`src/rtl/fetch_ctrl.sv`:
```
// Instruction fetch controller: issues fetch requests, buffers one instruction
// for decode, steers the PC (advance / stall / jump) and applies branch redirects.
module fetch_ctrl #(
  parameter int unsigned ADD_WIDTH = 5
) (
  input  logic                 Clk,
  input  logic                 Rst,
  input  logic [ADD_WIDTH-1:0] PC_cur,
  input  logic                 Imem_ack,
  input  logic [31:0]          Imem_rdata,
  input  logic                 Id_ready,
  input  logic                 Hz_stall,
  input  logic                 Redirect,
  input  logic [ADD_WIDTH-1:0] Redirect_add,
  output logic                 Imem_req,
  output logic [ADD_WIDTH-1:0] Imem_addr,
  output logic                 PC_stall,
  output logic                 PC_J,
  output logic [ADD_WIDTH-1:0] PC_J_add,
  output logic                 If_valid,
  output logic [31:0]          If_instr,
  output logic [ADD_WIDTH-1:0] If_pc,
  output logic                 Flush_id
);

  localparam int unsigned INSTR_WIDTH = 32;

  typedef enum logic [1:0] {
    IDLE  = 2'd0,
    FETCH = 2'd1,
    HOLD  = 2'd2
  } state_t;

  state_t                 state;
  logic                   pend_valid;
  logic [ADD_WIDTH-1:0]   pend_add;

  logic                   consume;
  logic                   advance;
  logic                   apply;
  logic [ADD_WIDTH-1:0]   apply_add;

  // Per-cycle decisions: advance the PC, apply a redirect, or hold.
  // Gated by reset so the PC-control outputs show reset values asynchronously.
  always_comb begin
    consume   = If_valid & Id_ready & ~Hz_stall;
    advance   = 1'b0;
    apply     = 1'b0;
    apply_add = '0;
    case (state)
      IDLE, HOLD: begin
        if (Redirect) begin
          apply     = 1'b1;
          apply_add = Redirect_add;
        end
      end
      FETCH: begin
        if (Imem_ack) begin
          if (Redirect) begin
            apply     = 1'b1;
            apply_add = Redirect_add;
          end else if (pend_valid) begin
            apply     = 1'b1;
            apply_add = pend_add;
          end else begin
            advance   = 1'b1;
          end
        end
      end
      default: begin
        advance = 1'b0;
      end
    endcase
    if (!Rst) begin
      advance   = 1'b0;
      apply     = 1'b0;
      apply_add = '0;
    end
  end

  // PC steering follows the current-cycle decision; request is a pure state decode.
  assign Imem_req  = (state == FETCH);
  assign Imem_addr = PC_cur;
  assign PC_stall  = ~(advance | apply);
  assign PC_J      = apply;
  assign PC_J_add  = apply_add;

  // FSM, pending-redirect register and fetch buffer.
  always_ff @(posedge Clk or negedge Rst) begin
    if (!Rst) begin
      state      <= IDLE;
      pend_valid <= 1'b0;
      pend_add   <= '0;
      If_valid   <= 1'b0;
      If_instr   <= '0;
      If_pc      <= '0;
      Flush_id   <= 1'b0;
    end else begin
      Flush_id <= apply;
      case (state)
        IDLE: begin
          If_valid <= 1'b0;
          state    <= FETCH;
        end
        FETCH: begin
          if (apply) begin
            // Returned word belongs to the wrong path; drop it and refetch.
            pend_valid <= 1'b0;
            pend_add   <= '0;
            If_valid   <= 1'b0;
            state      <= FETCH;
          end else if (advance) begin
            If_instr <= INSTR_WIDTH'(Imem_rdata);
            If_pc    <= PC_cur;
            If_valid <= 1'b1;
            state    <= HOLD;
          end else if (Redirect) begin
            // Request still outstanding: remember newest target until ack.
            pend_valid <= 1'b1;
            pend_add   <= Redirect_add;
          end
        end
        HOLD: begin
          // Redirect wins over consume: buffered instruction is flushed.
          if (apply || consume) begin
            If_valid <= 1'b0;
            state    <= FETCH;
          end
        end
        default: begin
          state <= IDLE;
        end
      endcase
    end
  end

endmodule

```
`config.mk`:
```
export PLATFORM = sky130hd
export DESIGN_NAME = fetch_ctrl
export DESIGN_NICKNAME = d
export VERILOG_FILES = /design/src/rtl/fetch_ctrl.sv
export SDC_FILE = /design/constraint.sdc
export NUM_CORES = 1
export LEC_CHECK = 0
export ABC_AREA = 0
export CAP_MARGIN = 20
export CELL_PAD_IN_SITES_DETAIL_PLACEMENT = 1
export CELL_PAD_IN_SITES_GLOBAL_PLACEMENT = 1
export CORE_UTILIZATION = 32
export CTS_BUF_LIST = sky130_fd_sc_hd__clkbuf_8
export DETAILED_ROUTE_END_ITERATION = 12
export GPL_ROUTABILITY_DRIVEN = 1
export PLACE_DENSITY = 0.83
export RECOVER_POWER = 25
export SYNTH_ARGS = -nofsm -noshare
export SYNTH_HDL_FRONTEND = slang
export SYNTH_SLANG_ARGS = --single-unit
```
`constraint.sdc`:
```
create_clock -name Clk -period 1.8 [get_ports Clk]
set_input_delay 0.36 -clock Clk [delete_from_list [all_inputs] [get_ports Clk]]
set_output_delay 0.36 -clock Clk [all_outputs]
set_load 0.005 [all_outputs]
```
Word level (Yosys, flattened, before mapping) --
Index checks and enable logic that the tools add are counted. W data, S select, Z words.
Operators by class: muxes and demuxes 31, eq/ne operators 5, reductions and logical operators 9, bitwise gates (word level) 6
Operator list (count):
- $mux W5 | 8
- $mux W1 | 16
- $pmux W5 S2 | 1
- $reduce_and A3 Y1 | 3
- $mux W2 | 3
- $pmux W2 S3 | 1
- $ne A3 B1 Y1 const B | 1
- $not A1 Y1 | 3
- $pmux W1 S3 | 1
- $reduce_bool A3 Y1 | 1
- $and A1 B1 Y1 | 2
- $eq A2 B1 Y1 const B | 1
- $eq A2 B2 Y1 const B | 1
- $logic_not A2 Y1 | 1
- $ne A2 B1 Y1 const B | 1
- $ne A2 B2 Y1 const B | 1
- $pmux W1 S2 | 1
- $reduce_and A2 Y1 | 1
- $reduce_bool A2 Y1 | 1
- $reduce_or A2 Y1 | 1
- $logic_or A1 B1 Y1 | 1
- $or A1 B1 Y1 | 1
Storage, ports and cells: output and inout bits 52, input port bits 48, bits in registers 47, logic and storage cells 58

Longest topological paths before layout --
Gate-level depths: netlist (run 1).
depth after elaboration 8, depth in mapped cells 6, mapped depth without buffers 4

Least setup slack after synthesis (run 1) --
Ideal clock, no wire load.
path kind input port to flip-flop, from input Redirect, to register If_instr[16], setup slack 0.268 ns, required time 1.675 ns, arrival 1.407 ns, path buffers 3, stages 6, cell sequence buf_6 > and4bb_1 > nand2_2 > buf_6 > buf_6 > mux2_4
Between the ends: longest elaborated chain between the ends 6
Ends and longest elaborated chain:
- from (decl) | RTL line 13 | input logic Redirect,
- $mux W1 | RTL line 59 | if (Redirect) begin
- $mux W1 | RTL line 58 | if (Imem_ack) begin
- $pmux W1 S2 | RTL line 50 | case (state)
- $mux W1 | RTL line 74 | if (!Rst) begin
- $not A1 Y1 (no source line)
- $reduce_and A3 Y1 (no source line) (*)
- to (signal assigned) | RTL line 113 | If_instr <= INSTR_WIDTH'(Imem_rdata);
- to (decl) | RTL line 21 | output logic [31:0] If_instr,
Every way passes the cells marked *; elsewhere a longest branch is shown, timed or not. A chain may end at the register's enable or synchronous reset.

Final worst setup path (run 1) --
from register state[0], to output PC_J_add[2]
Between the ends: longest elaborated chain between the ends 4
Ends and longest elaborated chain:
- from (decl) | RTL line 34 | state_t state;
- from (signal assigned) | RTL line 91 | state <= IDLE;
- from (signal assigned) | RTL line 103 | state <= FETCH;
- from (signal assigned) | RTL line 111 | state <= FETCH;
- $eq A2 B2 Y1 / $logic_not A2 Y1 (equally long branches) | RTL line 50
- $reduce_or A2 Y1 | RTL line 50
- $pmux W5 S2 (*) | RTL line 50
- $mux W5 (*) | RTL line 74
- to (decl) | RTL line 19 | output logic [ADD_WIDTH-1:0] PC_J_add,
Marked as above.

==> reports/results.ini, run 1 <==
[routing]
dr.pass1.iters = 2
antenna_left = 0
vias = 1570
drc = 0
routed_wl_mm = 5.24
wire_per_inst_um = 15.8
dr.first_iter.drc_count = 61
vias_per_cell = 4.74

[global_route]
track_usage = 0.167
antenna_found_initial = 0
grt_pass1_vias = 1685
grt_pass1_wl_mm = 8.27
grt.overflow.total = 0
grt_max_degree = 42

[pwr]
powerDensity_mw_per_mm2 = 1250
p_leak_nw = 1.46
pwr-share-seq = 0.421
p_sw_frac = 0.266
comb_power_share = 0.421
power.switching_w = 0.00109
clock_power_share = 0.159
p_int_w = 0.00301
ir_drop_uv = 599

[synth]
syn_nets = 186
ys_ff_latch = 47
ys_types = 24
syn_inst = 138
synth_top_area_cell = dfrtp_1
avgSynthCellArea_um2 = 14.4
yosys.area.top_type_share = 0.590
syn_area_mm2 = 0.00199
yosysSeqAreaShare = 0.590
ys.warnings.count = 0
synth_area_leaders = dfrtp_1, mux2_2, mux2_4

[final_layout]
multi_input_area_um2 = 757
num-fill-cells = 614
fin_area_mm2 = 0.00329
regArea_mm2 = 0.00118
area_delta_synth_final_pct = 65.0
drive_above_1_share = 0.336
final_nets = 303
antenna_cells = 0

[clocking]
clock_sinks = 47
holdBufCountCts = 0
insertion_delay_ps = 300
cts_buffers = 5
root_buffer = clkbuf_8
cts.clk_slew.worst_paths_ps = 90
htree_num_levels = 2
cts_tree = done
cts_buffer_depth = 2

[setup_path]
reg2reg_from = state[0]
crit_path_top_delay_cell = dfrtp_1
required_ps = 1440
path_cells = a21oi_2 > a211o_4 > buf_6 > nor2_4 > buf_2
path_buf_inv = 2
end_kind = primary output
startpoint = state[0]
crit_family = flip-flops
worstPathArrival_ps = 1550
path_max_fanout = 7
crit_path_start_kind = flip-flop
max_stage_delay_ps = 490
critPathKind = flip-flop to primary output

[floorplanning]
initial_core_util = 0.335
io_pins = 100
rows = 28
design.core.area_mm2 = 0.00596
die-area_mm2 = 0.00655
die_w_um = 80.9
die_h_um = 80.9

[flow_run]
maxCapViolations = 0

[sta]
finClkSkew_ps = 14.3
slew_headroom = 0.332
hold_viol = 0
fin_crit_ps = 1910
fmax_mhz = 524
slew_violations = 0
setup_ws_ps = -109
worstMarginPinSlew_ps = 1000
rsz0062_at_grt = yes
setup_viol = 5
fin_crit_sh = 1.06

[placement]
gp_congestion = 0.772
place_area_mm2 = 0.00310
hpwl_mm = 3.83
port_buffers = 99
pre_cts_ws_ps = -620

[outcome]
status = finished, violations left
violations = negative setup slack

[hold_path]
hp-class = primary input to async pin

[power by group through the flow]
stage | logic (W) | registers (W) | clock network, W
floorplan | 0.000529 | 0.00176 | 0
global placement | 0.00167 | 0.00170 | 0
detailed placement | 0.00170 | 0.00175 | 0
CTS | 0.00174 | 0.00173 | 0.000676
global route | 0.00187 | 0.00179 | 0.000719
finish | 0.00173 | 0.00173 | 0.000652
[per-layer routing]
layer | vias to the layer above | global-route usage | part of all wire
li1 | 720 | - | -
met1 | 779 | 0.201 | 0.40
met2 | 64 | 0.286 | 0.52
met3 | 7 | 0.0494 | 0.077
met4 | 0 | 0.0518 | 0.0099
met5 | - | 0 | 0
[tightest hold or removal path: cells and delay by family]
kind                   cells  cell delay, ps
buffers and inverters      3             670
[through the flow]
stage                util  setup TNS, ps  total power [W]  hold WS [ps]  instances
finish              0.552           -433          0.00411           284        331
global route        0.552           -841          0.00438           312        331
CTS                 0.549           -517          0.00415          90.7        329
detailed placement  0.521         -14200          0.00345           411        315
global placement    0.521         -12830          0.00337           408        315
floorplan               -              0          0.00229          64.4        138
[cell usage after synthesis (all sizes together)]
cell type  count
o311ai         1
buf           11
nor2           5
nand3b         1
a31o           1
and4bb         1
nand2b         2
o2bb2ai        5
mux2          38
a211o          1
o211ai         2
and2           1
nand2          3
mux2i          5
nor2b          1
nand3          5
a21oi          2
o21ai          2
inv            4
dfrtp         47
[cells in the final DEF (no fill, tap or decap), drive strengths merged]
cell	count
nand3	5
nor2b	1
nand2b	2
o2bb2ai	5
clkdlybuf4s50	88
buf	26
and2	1
mux2i	5
dlygate4sd2	3
a21oi	2
a211o	1
nand2	3
nand3b	1
clkinvlp	2
nor2	5
and4bb	1
dfrtp	47
o211ai	2
o311ai	1
mux2	38
o21ai	2
a31o	1
clkbuf	9
inv	5
[state kept, by name (all words and copies together), names as in the netlist]
register / flops
pend_add: 5
If_instr: 32
pend_valid: 1
Flush_id: 1
If_pc: 5
If_valid: 1
state: 2
[timing repair]
action	4_1_cts	5_1_grt
cloned	0	0
buffers inserted	6	2
endpoints found under the setup margin	8	7
pin swaps	6	1
resized for setup	45	3
[kinds of logic after synthesis]
| group | share of synthesized area |
|---|---|
| simple gates | 0.0515 |
| flops | 0.590 |
| compound gates | 0.0527 |
| buf+inv | 0.0508 |
| mux | 0.255 |
[cell type report]
| type | instances | area share |
|---|---|---|
| Sequential cell | 47 | 0.358 |
| Timing Repair Buffer | 121 | 0.350 |
| Multi-Input combinational cell | 76 | 0.230 |
| Tap cell | 75 | 0.0285 |
| Clock buffer | 5 | 0.0209 |
| Clock inverter | 3 | 0.00723 |
| Inverter | 4 | 0.00533 |
[final timing paths]
| path | endpoint | depth (start not counted) | slack [ps] |
|---|---|---|---|
| worst max-delay path | PC_J_add[2] | 5 | -110 |
| worst min-delay path | pend_add[3] | 3 | 280 |
| worst max register to register | If_instr[20] | 5 | 130 |
| worst min register to register | pend_add[2] | 1 | 510 |
| max in group asynchronous | If_instr[25] | 2 | 790 |
| min in group Clk | pend_add[2] | 1 | 510 |
No activity file was read; power rests on OpenSTA's default activity.
==> run 2: changes to the inputs <==
RECOVER_POWER = not set   (was 25)
==> run 2 against run 1 <==
The flow still finishes with violations (negative setup slack). Largest power group unchanged. Power barely moved. Largest cell class unchanged. Flip-flop and latch count did not move. Via count fell by 0.19%. Clock skew barely moved. Clock power barely moved. Global-route usage did not move. Cell count did not move. Sequential share of layout area fell by 0.082 points. Maximum frequency rose by 0.18%.
==> reports/results.ini, run 2 (synthesis gave the netlist of run 1 again) <==
[sta]
worstMarginPinSlew_ps = 512  ; -490 ps
setup_viol = 5  ; unchanged
hold_viol = 0  ; unchanged
fin_crit_sh = 1.06  ; -0.00192
rsz0062_at_grt = yes
fin_crit_ps = 1910  ; -3.46 ps
finClkSkew_ps = 14.1  ; -0.165 ps
slew_headroom = 0.659  ; +0.327
timing.hold.ws_ps = 96.0  ; -188 ps
setup_ws_ps = -106  ; +3.46 ps
slew_violations = 0  ; unchanged
fmax_mhz = 525  ; +0.18%

[final_layout]
final_common_cell = clkdlybuf4s50_1
mostFrequentLayoutCells = clkdlybuf4s50_1, dfrtp_1, mux2_2
drive_above_1_share = 0.344  ; +0.00781
area_delta_synth_final_pct = 65.3
antenna_cells = 0  ; unchanged
final_nets = 303  ; unchanged
largest_register_ffs = 32  ; unchanged
reg_top3 = If_instr x32, If_pc x5, pend_add x5
regMostFlops = If_instr
final_core_util = 0.553  ; +0.00126

[floorplanning]
design.core.area_mm2 = 0.00596  ; unchanged
die-area_mm2 = 0.00655  ; unchanged
die_h_um = 80.9  ; unchanged
initial_core_util = 0.335  ; unchanged
rows = 28  ; unchanged
io_pins = 100  ; unchanged
die_w_um = 80.9  ; unchanged

[clocking]
holdBufCountCts = 0  ; unchanged
root_buffer = clkbuf_8
cts_buffer_depth = 2  ; unchanged
htree_num_levels = 2  ; unchanged
cts_buffers = 5  ; unchanged
cts_tree = done
clock_sinks = 47  ; unchanged
insertion_delay_ps = 300  ; about the same
cts.clk_slew.worst_paths_ps = 90  ; about the same

[pwr]
p_leak_nw = 1.47  ; +0.50%
comb_power_share = 0.421  ; about the same
p_int_w = 0.00302  ; about the same
clock_power_share = 0.159  ; about the same
power.switching_w = 0.00109  ; about the same
ir_drop_uv = 599  ; about the same
pwr-share-seq = 0.420  ; about the same
p_sw_frac = 0.266  ; -0.000289
powerDensity_mw_per_mm2 = 1250  ; -0.19%

[global_route]
antenna_found_initial = 0  ; unchanged
grt_pass1_vias = 1685  ; unchanged
grt_pass1_wl_mm = 8.27  ; unchanged
track_usage = 0.167  ; unchanged
grt_max_degree = 42  ; unchanged
grt.overflow.total = 0  ; unchanged

[routing]
dr.first_iter.drc_count = 60  ; -1.6%
wire_per_inst_um = 15.8  ; about the same
dr.pass1.iters = 2  ; unchanged
drc = 0  ; unchanged
vias_per_cell = 4.73  ; -0.19%
vias = 1567  ; -0.19%
antenna_left = 0  ; unchanged
routed_wl_mm = 5.24  ; about the same

[setup_path]
end_kind = primary output
worstPathArrival_ps = 1550  ; about the same
max_stage_delay_ps = 490  ; about the same
crit_path_top_delay_cell = dfrtp_1
crit_path_start_kind = flip-flop
critPathKind = flip-flop to primary output
path_max_fanout = 7  ; unchanged
path_cells = a21oi_2 > a211o_4 > buf_6 > nor2_4 > buf_2
required_ps = 1440  ; about the same

[placement]
hpwl_mm = 3.83  ; unchanged
port_buffers = 99  ; unchanged
gp_congestion = 0.772  ; unchanged

[hold_path]
hp-class = primary input to async pin

[outcome]
violations = negative setup slack
status = finished, violations left

[flow_run]
maxCapViolations = 0  ; unchanged

## run 2: cell type report
type	count	area [um^2]
Fill cell	611	2660
Sequential cell	47	1180
Timing Repair Buffer	121	1160
Multi-Input combinational cell	76	757
Tap cell	75	93.8
Clock buffer	5	68.8
Clock inverter	3	23.8
Inverter	4	17.5
## run 2: power groups by stage
stage / clock [W] / sequential (W) / combinational (W)
2_1_floorplan: 0 / 0.00176 / 0.000529
3_3_place_gp: 0 / 0.00170 / 0.00167
3_5_place_dp: 0 / 0.00175 / 0.00170
4_1_cts: 0.000676 / 0.00173 / 0.00174
5_1_grt: 0.000719 / 0.00179 / 0.00187
6_report: 0.000652 / 0.00173 / 0.00173
## run 2: final timing paths
check | startpoint | slack [ps] | depth (start not counted) | to
setup / recovery | state[0] | -110 | 5 | PC_J_add[2]
hold / removal | Rst | 100 | 3 | pend_add[3]
setup reg to reg | state[0] | 140 | 5 | If_instr[20]
hold reg to reg | pend_add[2] | 510 | 1 | pend_add[2]
max in group asynchronous | Rst | 1290 | 2 | If_instr[25]
min in group Clk | pend_add[2] | 510 | 1 | pend_add[2]
## run 2: repair_timing
item	4_1_cts	5_1_grt
setup buffers	6	2
gates cloned	0	0
setup endpoints to repair	8	7
gates resized for setup	45	3
pin swaps	6	1
## run 2: layer usage
layer | up-vias | wire, um | global-route usage
met5 | - | 0 | 0
li1 | 719 | - | -
met2 | 64 | 2700 | 0.286
met1 | 777 | 2080 | 0.201
met4 | 0 | 52 | 0.0518
met3 | 7 | 403 | 0.0494
## run 2: critical path, delay by kind of cell (launching register included)
kind | cells | cell delay (ps)
flops | 1 | 490
buf+inv | 2 | 250
compound gates | 2 | 450
simple gates | 1 | 70
## run 2: stage by stage
stage          total power [W]  setup slack, ps  instance area (um^2)  setup TNS (ps)  instances
3_5_place_dp           0.00345             -620                  3100          -14200        315
3_3_place_gp           0.00337             -525                  3100          -12830        315
2_1_floorplan          0.00229              268                  1990               0        138
6_report               0.00411             -106                  3300            -415        331
4_1_cts                0.00415             -121                  3270            -517        329
5_1_grt                0.00438             -183                  3300            -841        331
==> run 3: changes to the inputs <==
HOLD_SLACK_MARGIN = 0.12   (was not set)
==> run 3 against run 2 <==
The flow still finishes with violations (negative setup slack). Clock power fell by 0.6%. Routed wire length is 0.90% higher. Flip-flop and latch count unchanged.
==> reports/results.ini, run 3 (synthesis gave the netlist of run 1 again) <==
[outcome]
status = finished, violations left
violations = negative setup slack

[placement]
gp_congestion = 0.772  ; unchanged
pre_cts_ws_ps = -620  ; unchanged
port_buffers = 99  ; unchanged
hpwl_mm = 3.83  ; unchanged

[floorplanning]
die-area_mm2 = 0.00655  ; unchanged
rows = 28  ; unchanged
io_pins = 100  ; unchanged
initial_core_util = 0.335  ; unchanged
design.core.area_mm2 = 0.00596  ; unchanged
die_w_um = 80.9  ; unchanged
die_h_um = 80.9  ; unchanged

[routing]
dr.pass1.iters = 3  ; +1
wire_per_inst_um = 15.9  ; +0.59%
antenna_left = 0  ; unchanged
vias_per_cell = 4.73  ; -0.11%
routed_wl_mm = 5.29  ; +0.90%
drc = 0  ; unchanged
vias = 1570  ; +0.19%
dr.first_iter.drc_count = 64  ; +6.7%

[clocking]
clock_sinks = 47  ; unchanged
cts_buffers = 5  ; unchanged
cts.clk_slew.worst_paths_ps = 100  ; about the same
htree_num_levels = 2  ; unchanged
cts_buffer_depth = 2  ; unchanged
insertion_delay_ps = 300  ; about the same
root_buffer = clkbuf_8
cts_tree = done

[global_route]
grt.overflow.total = 0  ; unchanged
grt_pass1_wl_mm = 8.33  ; +0.66%
grt_max_degree = 42  ; unchanged
track_usage = 0.168  ; +0.00144
antenna_found_initial = 0  ; unchanged
grt_pass1_vias = 1678  ; -0.42%

[pwr]
powerDensity_mw_per_mm2 = 1240  ; -0.29%
comb_power_share = 0.422  ; about the same
p_int_w = 0.00302  ; about the same
pwr-share-seq = 0.420  ; about the same
p_leak_nw = 1.47  ; +0.28%
ir_drop_uv = 601  ; +0.27%
clock_power_share = 0.158  ; about the same
power.switching_w = 0.00109  ; -0.10%
p_sw_frac = 0.266  ; -0.000291

[sta]
finClkSkew_ps = 10.9  ; -3.22 ps
slew_violations = 0  ; unchanged
fmax_mhz = 523  ; -0.37%
setup_viol = 5  ; unchanged
hold_viol = 0  ; unchanged
fin_crit_sh = 1.06  ; +0.00391
setup_ws_ps = -113  ; -7.04 ps
rsz0062_at_grt = yes
fin_crit_ps = 1910  ; +7.04 ps
slew_headroom = 0.657  ; -0.00214
worstMarginPinSlew_ps = 515  ; +3.21 ps

[hold_path]
hp-class = primary input to async pin

[final_layout]
mostFrequentLayoutCells = clkdlybuf4s50_1, dfrtp_1, mux2_2
reg_top3 = If_instr x32, If_pc x5, pend_add x5
final_core_util = 0.555  ; +0.00168
regMostFlops = If_instr
final_common_cell = clkdlybuf4s50_1
antenna_cells = 0  ; unchanged
area_delta_synth_final_pct = 65.9
largest_register_ffs = 32  ; unchanged
final_nets = 304  ; +0.33%
drive_above_1_share = 0.342  ; -0.00134

[setup_path]
r2r_slack_ps = 150  ; about the same
r2r_end = If_instr[14]
path_max_fanout = 7  ; unchanged
ff2ff_path_depth = 5  ; unchanged
end_kind = primary output
critPathKind = flip-flop to primary output
crit_path_start_kind = flip-flop
required_ps = 1440  ; about the same
worstPathArrival_ps = 1550  ; about the same
reg2reg_from = state[0]

[flow_run]
maxCapViolations = 0  ; unchanged

==> run 3: critical path, cell delays in order, from the launching register on <==
cell and delay [ps]:
dfrtp_1 490, a21oi_2 120, a211o_4 330, buf_6 140, nor2_4 70, buf_2 110
==> run 3: power by group through the flow <==
stage	clock (W)	sequential, W	combinational, W
6_report	0.000648	0.00173	0.00173
5_1_grt	0.000719	0.00179	0.00187
4_1_cts	0.000676	0.00173	0.00175
3_5_place_dp	0	0.00175	0.00170
3_3_place_gp	0	0.00170	0.00167
2_1_floorplan	0	0.00176	0.000529
==> run 3: worst max-delay path by stage <==
stage | start | endpoint | slack [ps] | cells past startpoint
6_report | state[0] | PC_J_add[2] | -110 | 5
5_1_grt | state[1] | PC_J_add[2] | -170 | 5
4_1_cts | state[1] | PC_J_add[0] | -120 | 5
3_5_place_dp | Redirect | PC_stall | -620 | 6
3_3_place_gp | Imem_ack | PC_J_add[2] | -530 | 5
2_1_floorplan | Redirect | If_instr[16] | 270 | 6
==> run 3: final cells by class <==
type	instances	area, um^2
Clock buffer	5	68.8
Clock inverter	3	23.8
Fill cell	613	2650
Inverter	4	17.5
Multi-Input combinational cell	76	757
Sequential cell	47	1180
Tap cell	75	93.8
Timing Repair Buffer	122	1170
==> run 3: through the flow <==
step | hold WS [ps] | instances | setup TNS, ps | power [W] | cell area [um^2]
6_report | 154 | 332 | -441 | 0.00411 | 3310
2_1_floorplan | 64.4 | 138 | 0 | 0.00229 | 1990
3_3_place_gp | 408 | 315 | -12830 | 0.00337 | 3100
3_5_place_dp | 411 | 315 | -14200 | 0.00345 | 3100
4_1_cts | 171 | 330 | -517 | 0.00415 | 3280
5_1_grt | 186 | 332 | -822 | 0.00438 | 3310
==> run 3: timing repair <==
item / in CTS / in global routing
gates resized for setup: 45 / 3
hold buffers: 1 / 0
endpoints found under the setup margin: 8 / 7
endpoints found under the hold margin: 6 / 0
pin swaps: 6 / 1
buffers inserted: 6 / 2
==> run 3: layer usage <==
metal,vias up,share of wire,GRT usage
li1,717,-,-
met5,-,0,0
met3,4,0.072,0.0461
met1,788,0.40,0.206
met2,61,0.52,0.288
met4,0,0.0055,0.0500
